===== src/rtl/hs_pipe_reg.sv =====
// Two-entry skid buffer for a valid/ready stream. Every output is decoded
// from registers, so no input reaches an output through logic alone.
module hs_pipe_reg #(
  parameter int DATA_WIDTH = 32
) (
  input  logic                  clk_i,
  input  logic                  rst_i,
  input  logic                  flush_i,
  input  logic                  valid_i,
  output logic                  ready_o,
  input  logic [DATA_WIDTH-1:0] dat_i,
  output logic                  valid_o,
  input  logic                  ready_i,
  output logic [DATA_WIDTH-1:0] dat_o,
  output logic [1:0]            cnt_o
);

  typedef enum logic [1:0] {
    EMPTY = 2'd0,
    HALF  = 2'd1,
    FULL  = 2'd2
  } state_t;

  state_t                state_q;
  logic [DATA_WIDTH-1:0] main_q;
  logic [DATA_WIDTH-1:0] skid_q;
  logic                  push;
  logic                  pop;

  assign valid_o = (state_q != EMPTY);
  assign ready_o = (state_q != FULL);
  assign cnt_o   = state_q;
  assign dat_o   = main_q;

  assign push = valid_i & ready_o;
  assign pop  = valid_o & ready_i;

  // A pop in a flush cycle is a completed transfer; a push there is dropped.
  always_ff @(posedge clk_i) begin
    if (rst_i) begin
      state_q <= EMPTY;
      main_q  <= '0;
      skid_q  <= '0;
    end else if (flush_i) begin
      state_q <= EMPTY;
    end else begin
      case (state_q)
        EMPTY: begin
          if (push) begin
            main_q  <= dat_i;
            state_q <= HALF;
          end
        end
        HALF: begin
          if (push && pop) begin
            main_q <= dat_i;
          end else if (push) begin
            skid_q  <= dat_i;
            state_q <= FULL;
          end else if (pop) begin
            state_q <= EMPTY;
          end
        end
        FULL: begin
          if (pop) begin
            main_q  <= skid_q;
            state_q <= HALF;
          end
        end
        default: state_q <= EMPTY;
      endcase
    end
  end

endmodule

===== config.mk =====
export PLATFORM = sky130hd
export DESIGN_NAME = hs_pipe_reg
export DESIGN_NICKNAME = d
export VERILOG_FILES = /design/src/rtl/hs_pipe_reg.sv
export SDC_FILE = /design/constraint.sdc
export NUM_CORES = 1
export LEC_CHECK = 0
export BUFFER_PORTS_ARGS = -buffer_cell sky130_fd_sc_hd__buf_2
export CORE_MARGIN = 2
export CORE_UTILIZATION = 52
export DETAILED_ROUTE_END_ITERATION = 10
export PLACE_DENSITY = 0.86
export SYNTH_ARGS = -nofsm -noshare
export SYNTH_HDL_FRONTEND = slang
export SYNTH_SLANG_ARGS = --single-unit

===== constraint.sdc =====
create_clock -name clk_i -period 1.84 [get_ports clk_i]
set_clock_uncertainty 0.2 [all_clocks]
set_input_delay 0.184 -clock clk_i [delete_from_list [all_inputs] [get_ports clk_i]]
set_output_delay 0.184 -clock clk_i [all_outputs]
set_load 0.05 [all_outputs]

Yosys cells after proc, flatten, opt, wreduce, memory -nomap -nowiden

Cells that the tools add are included.

Multiplexer cells: 10
Equal/unequal tests: 8
Reductions and logical operators: 8
Bitwise operators: 4

Operators by type and width:

| kind                                                             | number |
|---|---|
| 32-bit two-way mux                                               | 3 |
| 32-bit case mux with 3 select lines                              | 1 |
| 2-bit two-way mux                                                | 5 |
| 2-bit != test (second input constant)                            | 5 |
| 4-bit AND reduction                                              | 2 |
| 2-bit case mux with 3 select lines                               | 1 |
| 5-bit AND reduction                                              | 1 |
| 3-bit != test (second input constant)                            | 1 |
| 3-bit nonzero test                                               | 1 |
| 1-bit bitwise AND                                                | 2 |
| 2-bit by 1-bit == test with 1-bit output (second input constant) | 1 |
| 2-bit == test (second input constant)                            | 1 |
| 2-bit logical NOT                                                | 1 |
| 1-bit NOT                                                        | 2 |
| 2-bit nonzero test                                               | 1 |
| 2-bit OR reduction                                               | 1 |
| 1-bit logical AND                                                | 1 |

Output and inout bits: 36
Input bits: 37
Register bits after elaboration: 66

Depth between registers and ports, before layout

Gate-level depths: netlist of the first run.

Depth in word-level cells: 6
Depth in mapped cells: 6
Mapped depth without buffers: 4

Least setup slack after synthesis of the first run

OpenSTA, ideal clock, no wires.

Path type: reg2reg
Start point: reg state_q[0] (netlist: cnt_o[0])
End point: reg skid_q[10]
Setup slack: -0.184 ns
Clock period less this slack: 2.024 ns
Stages on the path, launching flop included: 7
Buffers on the path: 2
Library setup time: 0.132 ns
Arrival time: 1.692 ns
Path through: dfxtp_1 -> nand2b_1 -> or3_1 -> clkbuf_1 -> buf_2 -> nand2_1 -> a21oi_1

Cells in the longest elaborated chain, start to end: 5

RTL lines:

| element                                                    | RTL line | source |
|---|---|---|
| from (decl)                                                | 24       | `state_t state_q;` |
| from (signal assigned)                                     | 41       | `state_q <= EMPTY;` |
| from (signal assigned)                                     | 45       | `state_q <= EMPTY;` |
| from (signal assigned)                                     | 51       | `state_q <= HALF;` |
| 2-bit != test / 2-bit nonzero test (equally long branches) | 31, 30   |  |
| 1-bit bitwise AND, on equally long branches                | 35, 36   |  |
| 1-bit logical AND                                          | 55       | `if (push && pop) begin` |
| 1-bit NOT (no line)                                        | -        |  |
| 4-bit AND reduction (no line) *                            | -        |  |
| to (signal assigned)                                       | 58       | `skid_q <= dat_i;` |
| to (decl)                                                  | 26       | `logic [DATA_WIDTH-1:0] skid_q;` |

Every way passes the cells marked *; elsewhere a longest branch is shown, timed or not.
A chain may end at the register's enable or synchronous reset.

Worst setup path after layout of the first run

Start point: reg state_q[1] (netlist: cnt_o[1])
End point: reg main_q[31] (netlist: dat_o[31])

Cells in the longest elaborated chain, start to end: 5

RTL lines:

| element                                                    | RTL line | source |
|---|---|---|
| 2-bit != test / 2-bit nonzero test (equally long branches) | 31, 30   |  |
| 1-bit bitwise AND, on equally long branches                | 35, 36   |  |
| 1-bit logical AND                                          | 55       |  |
| 2-bit != test (no line)                                    | -        |  |
| 5-bit AND reduction (no line)                              | -        |  |
| to (signal assigned)                                       | 50       | `main_q <= dat_i;` |
| to (signal assigned)                                       | 56       | `main_q <= dat_i;` |
| to (signal assigned)                                       | 66       | `main_q <= skid_q;` |
| to (decl)                                                  | 25       | `logic [DATA_WIDTH-1:0] main_q;` |

Parallel ways exist; a longest one is shown, timed or not.

==> results of run 1 <==
==> state kept, by name (all words and copies together), names as in the netlist <==
register  count
dat_o        32
skid_q       32
cnt_o         2
==> repair_timing <==
item                                   4_1_cts  5_1_grt
resized for setup                            0        3
setup endpoints to repair                    0        2
hold buffers                                33        0
endpoints found under the hold margin       33        0
==> cell usage after synthesis (3+ instances only) <==
master,instances,area [sq um]
a21oi_1,65,325
buf_2,3,15.0
buf_6,3,33.8
clkbuf_1,24,90.1
dfxtp_1,66,1320
mux2i_1,32,320
nand2_1,66,248
nand2b_1,3,18.8
o21ai_0,26,130
o21ai_1,6,30.0
or3_1,33,206
==> logic make-up after synthesis <==
family,count (synthesis)
AOI/OAI and AO/OA,101
buffers and inverters,31
DFF,66
muxes,32
and+or+nand+nor,107
==> layer usage <==
layer / vias up / wire, um
li1: 1356 / -
met1: 1280 / 2970
met2: 97 / 3760
met3: 22 / 385
met4: 0 / 245
met5: - / 0
==> worst max-delay path, stage by stage (launching register included) <==
cell	delay (ns)
dfxtp_2	0.36
and2b_2	0.27
a21oi_4	0.08
buf_4	0.21
or3_1	0.36
a21oi_1	0.19
==> power by group through the flow <==
stage	sequential, W	combinational (W)	clock, W
after CTS	0.00149	0.000471	0.00129
after detailed placement	0.00152	0.000414	0
final	0.00149	0.000476	0.00127
after global routing	0.00150	0.000509	0.00135
after floorplan	0.00164	0.000152	0
after global placement	0.00152	0.000408	0
==> area by class of cell <==
class | count | share of cell area [%]
Clock inverter | 2 | 0.906
Clock buffer | 13 | 4.37
Multi-Input combinational cell | 240 | 35.5
Timing Repair Buffer | 118 | 22.7
Sequential cell | 66 | 34.2
Tap cell | 70 | 2.27
==> stage by stage <==
stage	utilization [%]	total power (W)
detailed placement	64.2	0.00194
floorplan	-	0.00179
global route	74.7	0.00335
finish	74.7	0.00324
CTS	74.6	0.00325
global placement	64.2	0.00193
==> worst max-delay path by stage <==
stage	from	endpoint	slack, ns	cells after the start
floorplan	cnt_o[0]	dat_o[0]	0.04	6
global placement	cnt_o[1]	dat_o[13]	0.18	5
detailed placement	cnt_o[1]	dat_o[4]	0.14	5
CTS	cnt_o[0]	ready_o	0.01	3
global route	cnt_o[1]	dat_o[11]	0.02	5
finish	cnt_o[1]	dat_o[31]	0.1	5
==> results.cfg, run 1 <==
[worst_setup_path]
arrival_ns = 1.82
reg2reg_from = cnt_o[1]
worstSetupPathType = flip-flop to flip-flop
end_kind = flip-flop
worst_r2r_path_depth = 5
crit_fanout = 24
start_kind = flip-flop
reg2reg_slack_ns = 0.1
cp.required_ns = 1.91
r2r-end = dat_o[31]

[global_route]
grt_usage_pct = 25.5
met3_usage_pct = 4.65
overflow = 0
grt_pass1_wl_um = 11900
antenna_found_initial = 0
grt-busiest-layer = met2
met2_usage_pct = 43.7
grt_pass1_vias = 2576
grt_max_degree = 41
grtUsageMet1_pct = 29.0

[power_and_ir_drop]
peakVddDrop_v = 0.000529
seqPwrFrac_pct = 46.0
switchingPower_w = 0.000863
combPwrFrac_pct = 14.7
leakagePower_nw = 1.75
p_clk_share_pct = 39.3
p_int_w = 0.00238
powerDensity_nw_per_um2 = 839
sw_frac_of_total_pct = 26.6

[final_layout]
diodes = 0
drive_above_1_share_pct = 24.1
stdcell_area_sq_um = 3870
seqCellArea_sq_um = 1320
final_cell_count_no_fill = 509
final_common_cell = buf_2
multi_input_area_sq_um = 1370
n_fill_cell = 379
final_cell_mix = 71 x buf_2, 66 x nand2_1, 65 x a21oi_1, 64 x dfxtp_1
nNetsFinal = 472
area_growth_pct = 36.8

[sta]
hold-worst-slack_ns = 0.104
fmax_mhz = 573
finalSetupViolCount = 0
setup_ws_ns = 0.0953
worst_slew_pin_slew_ns = 0.509
slew_headroom_pct = 66.1
maxSlewViolCount = 0
finalCriticalPeriod_ns = 1.74
final.period_utilization_pct = 94.8
hold_violations = 0
rsz0062_at_grt = no
finalSetupTns_ns = 0

[min_path]
hold_path.class = primary input to flip-flop
hold_start = rst_i
hold_end = dat_o[6]
min_path_cells = 2

[routing]
dr.pass1.iters = 4
drc = 0
wirelength_um = 7360
drt_first_iter_violations = 144
vias = 2755
avgViaCountPerCell = 5.41
wl_per_cell_um = 14.5
antenna_left = 0

[floorplan]
start_util_pct = 54.6
io_pins = 73
die_h_um = 77.7
rows = 26
die_w_um = 77.7
coreArea_sq_um = 5170
die_area_sq_um = 6040

[synthesis]
netlist-cell-type-count = 21
synth_ff_type = dfxtp_1
syn_area_sq_um = 2830
synth_compound_area_share_pct = 18.6
synth_xor_xnor_area_share_pct = 0
seq_area_frac_synth_pct = 46.8
synth_edf_count = 0
synthMuxAreaShare_pct = 11.3
synth-adder-area-share_pct = 0
yosys_register_bits = 66
yosysWarningCount = 0
synthSimpleGateAreaFrac_pct = 18.1
synth_top_family_by_area = compound AO/OA/AOI/OAI gates
async_flop_share_pct = 0
syn_inst = 337
syn_nets = 374
avgSynthCellArea_sq_um = 8.38

[cts]
cts_buffers = 9
clock_path_buffers = 2
cts.htree.levels = 3
clk_latency_ns = 0.35
path_clk_slew_ns = 0.07
root_buffer = clkbuf_8
cts_tree = built
post_cts_buffers = 0
clock_sinks = 66

[place]
post-place-ws_ns = 0.143
placed_cells = 461
hpwlAfterDp_um = 4400
io_buffers = 72
placed_area_sq_um = 3320
gp_congestion = 0.778

[run_status]
run_status = complete, no violations

[run]
drv_cap = 0
No activity file was read; power rests on OpenSTA's default activity.
==> inputs of run 2 (changes only) <==
- MAX_ROUTING_LAYER: unset -> met4
==> run 2 against run 1 <==
  * Fmax hardly changed
  * Sequential share of layout area stayed put
  * Global-route usage is 0.79 points higher
  * Largest power group unchanged
  * Via count is 0.22% higher
  * Flip-flop and latch count stayed put
  * Setup slack hardly changed
  * Sequential power hardly changed
  * Clock power hardly changed
  * Total power hardly changed
  * Combinational power hardly changed
  * Register-to-register slack hardly changed
  * Utilization stayed put
==> results.cfg, run 2 (synthesis results as in run 1) <==
[cts]
root_buffer = clkbuf_8
cts_buffers = 9
cts_tree = built
path_clk_slew_ns = 0.07
clock_path_buffers = 2
cts.htree.levels = 3
post_cts_buffers = 0
clk_latency_ns = 0.35
clock_sinks = 66

[worst_setup_path]
cp_top_family = simple AND/OR/NAND/NOR gates
worstSetupPathType = flip-flop to flip-flop
cp_slowest_stage_delay_ns = 0.36
cp.required_ns = 1.92
end_kind = flip-flop
arrival_ns = 1.82
worstPathCellList = and2b_2 > a21oi_4 > buf_4 > or3_1 > a21oi_1
slowest_stage = dfxtp_2
start_kind = flip-flop
critPathBufInv = 1
crit_fanout = 24

[sta]
slew_headroom_pct = 66.6
final.period_utilization_pct = 94.8
hold_violations = 0
rsz0062_at_grt = no
maxSlewViolCount = 0
worst_slew_pin_slew_ns = 0.501
finalSetupTns_ns = 0
fmax_mhz = 573
hold-worst-slack_ns = 0.0975
finalSetupViolCount = 0
finalCriticalPeriod_ns = 1.74

[routing]
dr.pass1.iters = 5
drc = 0
avgViaCountPerCell = 5.42
drt_first_iter_violations = 152
wl_per_cell_um = 14.4
vias = 2761
antenna_left = 0
wirelength_um = 7350

[power_and_ir_drop]
powerDensity_nw_per_um2 = 839
peakVddDrop_v = 0.000527
leakagePower_nw = 1.75

[final_layout]
drive_above_1_share_pct = 24.1
nNetsFinal = 472
stdcell_area_sq_um = 3870
diodes = 0
final_cell_mix = 71 x buf_2, 66 x nand2_1, 65 x a21oi_1, 64 x dfxtp_1
final_common_cell = buf_2
area_growth_pct = 36.8

[global_route]
grt_max_degree = 41
grt_pass1_vias = 2558
overflow = 0
grt_usage_pct = 26.2
grt_pass1_wl_um = 11900
antenna_found_initial = 0

[floorplan]
start_util_pct = 54.6
io_pins = 73
rows = 26
die_area_sq_um = 6040
coreArea_sq_um = 5170
die_w_um = 77.7
die_h_um = 77.7

[place]
gp_congestion = 0.788
hpwlAfterDp_um = 4400
io_buffers = 72
placed_area_sq_um = 3320

[run]
drv_cap = 0

[run_status]
run_status = complete, no violations

[min_path]
hold_path.class = primary input to flip-flop
==> run 2: cell counts in the layout (fill, tap and decap cells not counted) <==
No cell type changed its count.
==> run 2: worst paths after layout <==
| check | from | end | slack, ns | depth (start not counted) |
|---|---|---|---|---|
| setup / recovery | cnt_o[1] | dat_o[31] | 0.1 | 5 |
| hold / removal | rst_i | dat_o[6] | 0.1 | 2 |
| setup reg to reg | cnt_o[1] | dat_o[31] | 0.1 | 5 |
| hold reg to reg | skid_q[3] | skid_q[3] | 0.26 | 2 |
==> run 2: final cells by class <==
class | count | area (sq um)
Sequential cell | 66 | 1320
Fill cell | 379 | 1310
Clock inverter | 2 | 35.0
Timing Repair Buffer | 118 | 878
Multi-Input combinational cell | 240 | 1370
Tap cell | 70 | 87.6
Clock buffer | 13 | 169
==> run 2: worst register-to-register path, stage by stage (launching register included) <==
cell	delay [ns]
dfxtp_2	0.36
and2b_2	0.27
a21oi_4	0.08
buf_4	0.21
or3_1	0.36
a21oi_1	0.19
==> run 2: report_power, final <==
part | switching, W | internal (W) | leakage (nW)
Clock | 0.000547 | 0.000728 | 0.106
Combinational | 0.000295 | 0.000181 | 1.11
Sequential | 0.0000216 | 0.00147 | 0.537
Total | 0.000864 | 0.00238 | 1.75
==> run 2: through the flow <==
stage / power, W / utilization [%] / cells / setup WS (ns)
global placement: 0.00193 / 64.2 / 461 / 0.181
CTS: 0.00325 / 74.6 / 509 / 0.0109
detailed placement: 0.00194 / 64.2 / 461 / 0.143
floorplan: 0.00179 / - / 337 / 0.0352
finish: 0.00324 / 74.7 / 509 / 0.0956
global route: 0.00336 / 74.7 / 509 / 0.0172
==> run 2: repair_timing <==
action	4_1_cts	5_1_grt
setup endpoints to repair	0	3
hold buffers	33	0
endpoints found under the hold margin	33	0
gates resized for setup	0	3
==> run 2: layer usage <==
| metal | wire (um) | up-vias | global-route usage [%] |
|---|---|---|---|
| met3 | 390 | 20 | 4.53 |
| met2 | 3750 | 82 | 43.6 |
| met1 | 2980 | 1301 | 29.3 |
| met5 | 0 | - | - |
| li1 | - | 1358 | - |
| met4 | 223 | 0 | 16.1 |
==> inputs of run 3 (changes only) <==
- PLACE_DENSITY: 0.86 -> 0.89
==> run 3 against run 2 <==
  * Sequential power barely moved
  * Utilization shrank 1.3 points
  * Register-to-register slack is essentially flat
  * Total power decreased by 3.2%
  * Via count decreased by 3.8%
  * Final area down 1.7%
  * Non-clock buffer count down 1
  * Global-route usage down 1.8 points
  * Worst hold slack worse by 0.013 ns
  * Critical endpoint is now ready_o
==> results.cfg, run 3 (synthesis results as in run 1) <==
[routing]
m1WireLength_um = 3090
drt_first_iter_violations = 124
dr_wl_met3_um = 352
vias = 2657
wirelength_um = 6920
top_layer_used = met4
wl_met2_um = 3370
antenna_left = 0
drc = 0
dr.pass1.iters = 5
avgViaCountPerCell = 5.22
wl_per_cell_um = 13.6

[global_route]
grt_max_degree = 42
antenna_found_initial = 0
grt_pass1_wl_um = 11500
grt_usage_pct = 24.5
overflow = 0
grt_pass1_vias = 2554

[floorplan]
die_w_um = 77.7
die_h_um = 77.7
die_area_sq_um = 6040
io_pins = 73
start_util_pct = 54.6
rows = 26
coreArea_sq_um = 5170

[min_path]
hold_path.class = primary input to flip-flop

[sta]
rsz0062_at_grt = no
finalSetupViolCount = 0
slew_headroom_pct = 70.1
hold-worst-slack_ns = 0.0844
maxSlewViolCount = 0
final.period_utilization_pct = 95.8
finalSetupTns_ns = 0
worst_slew_pin_slew_ns = 0.437
hold_violations = 0
fmax_mhz = 567
finalCriticalPeriod_ns = 1.76

[cts]
post_cts_buffers = 0
cts_tree = built
clock_sinks = 66
root_buffer = clkbuf_8
cts.htree.levels = 3
cts_buffers = 9
clock_path_buffers = 2
clk_latency_ns = 0.33
path_clk_slew_ns = 0.07

[final_layout]
final_util_pct = 73.5
drive_above_1_share_pct = 24.1
area_growth_pct = 34.5
final_common_cell = buf_2
diodes = 0
nNetsFinal = 471
final_cell_mix = 71 x buf_2, 66 x nand2_1, 65 x a21oi_1, 64 x dfxtp_1

[worst_setup_path]
cp.required_ns = 1.46
end_kind = primary output
crit_fanout = 34
start_kind = flip-flop
arrival_ns = 1.38
worstSetupPathType = flip-flop to primary output
reg2reg_slack_ns = 0.10

[place]
io_buffers = 72
hpwlAfterDp_um = 4310
gp_congestion = 0.802

[power_and_ir_drop]
peakVddDrop_v = 0.000406
leakagePower_nw = 1.72
total_power_w = 0.00314
powerDensity_nw_per_um2 = 826

[run]
drv_cap = 0

[run_status]
run_status = complete, no violations
-- run 3: cell types whose count changed in the layout (fill, tap and decap cells not counted), sizes merged --
cell and delta:
clkbuf +1, bufinv -1
-- run 3: final timing paths --
path                            startpoint         to  depth (start not counted)
worst max-delay path              cnt_o[0]    ready_o                          3
worst min-delay path               valid_i   cnt_o[0]                          4
worst max register to register    cnt_o[1]  dat_o[19]                          5
worst min register to register   skid_q[3]  skid_q[3]                          2
-- run 3: per-layer routing --
metal,vias up,track usage (%)
li1,1366,-
met1,1188,29.6
met2,89,39.3
met3,14,6.28
met4,0,9.29
met5,-,-
-- run 3: stage by stage --
stage | setup WS [ns] | std cells | cell area (sq um)
finish | 0.0772 | 509 | 3800
global route | 0.0198 | 509 | 3800
CTS | 0.0259 | 509 | 3800
detailed placement | 0.123 | 460 | 3270
global placement | 0.197 | 460 | 3270
floorplan | 0.0352 | 337 | 2830
-- run 3: area by class of cell --
class | count | area, sq um
Clock buffer | 15 | 196
Clock inverter | 1 | 5.00
Fill cell | 364 | 1370
Multi-Input combinational cell | 240 | 1370
Sequential cell | 66 | 1320
Tap cell | 70 | 87.6
Timing Repair Buffer | 117 | 821
-- run 3: worst max-delay path, cell delays in order, from the launching register on --
cell and delay [ns]:
dfxtp_2 0.38, nand2b_2 0.15, buf_12 0.24, buf_4 0.25
-- run 3: timing repair --
action,in CTS,in global routing
resized for setup,0,3
setup endpoints to repair,0,2
hold buffers,33,0
endpoints found under the hold margin,33,0
-- run 3: power breakdown --
group | total, W | internal [W] | switching [W]
Combinational | 0.000464 | 0.000175 | 0.000289
Clock | 0.00118 | 0.000673 | 0.000511
Sequential | 0.00149 | 0.00147 | 0.0000217
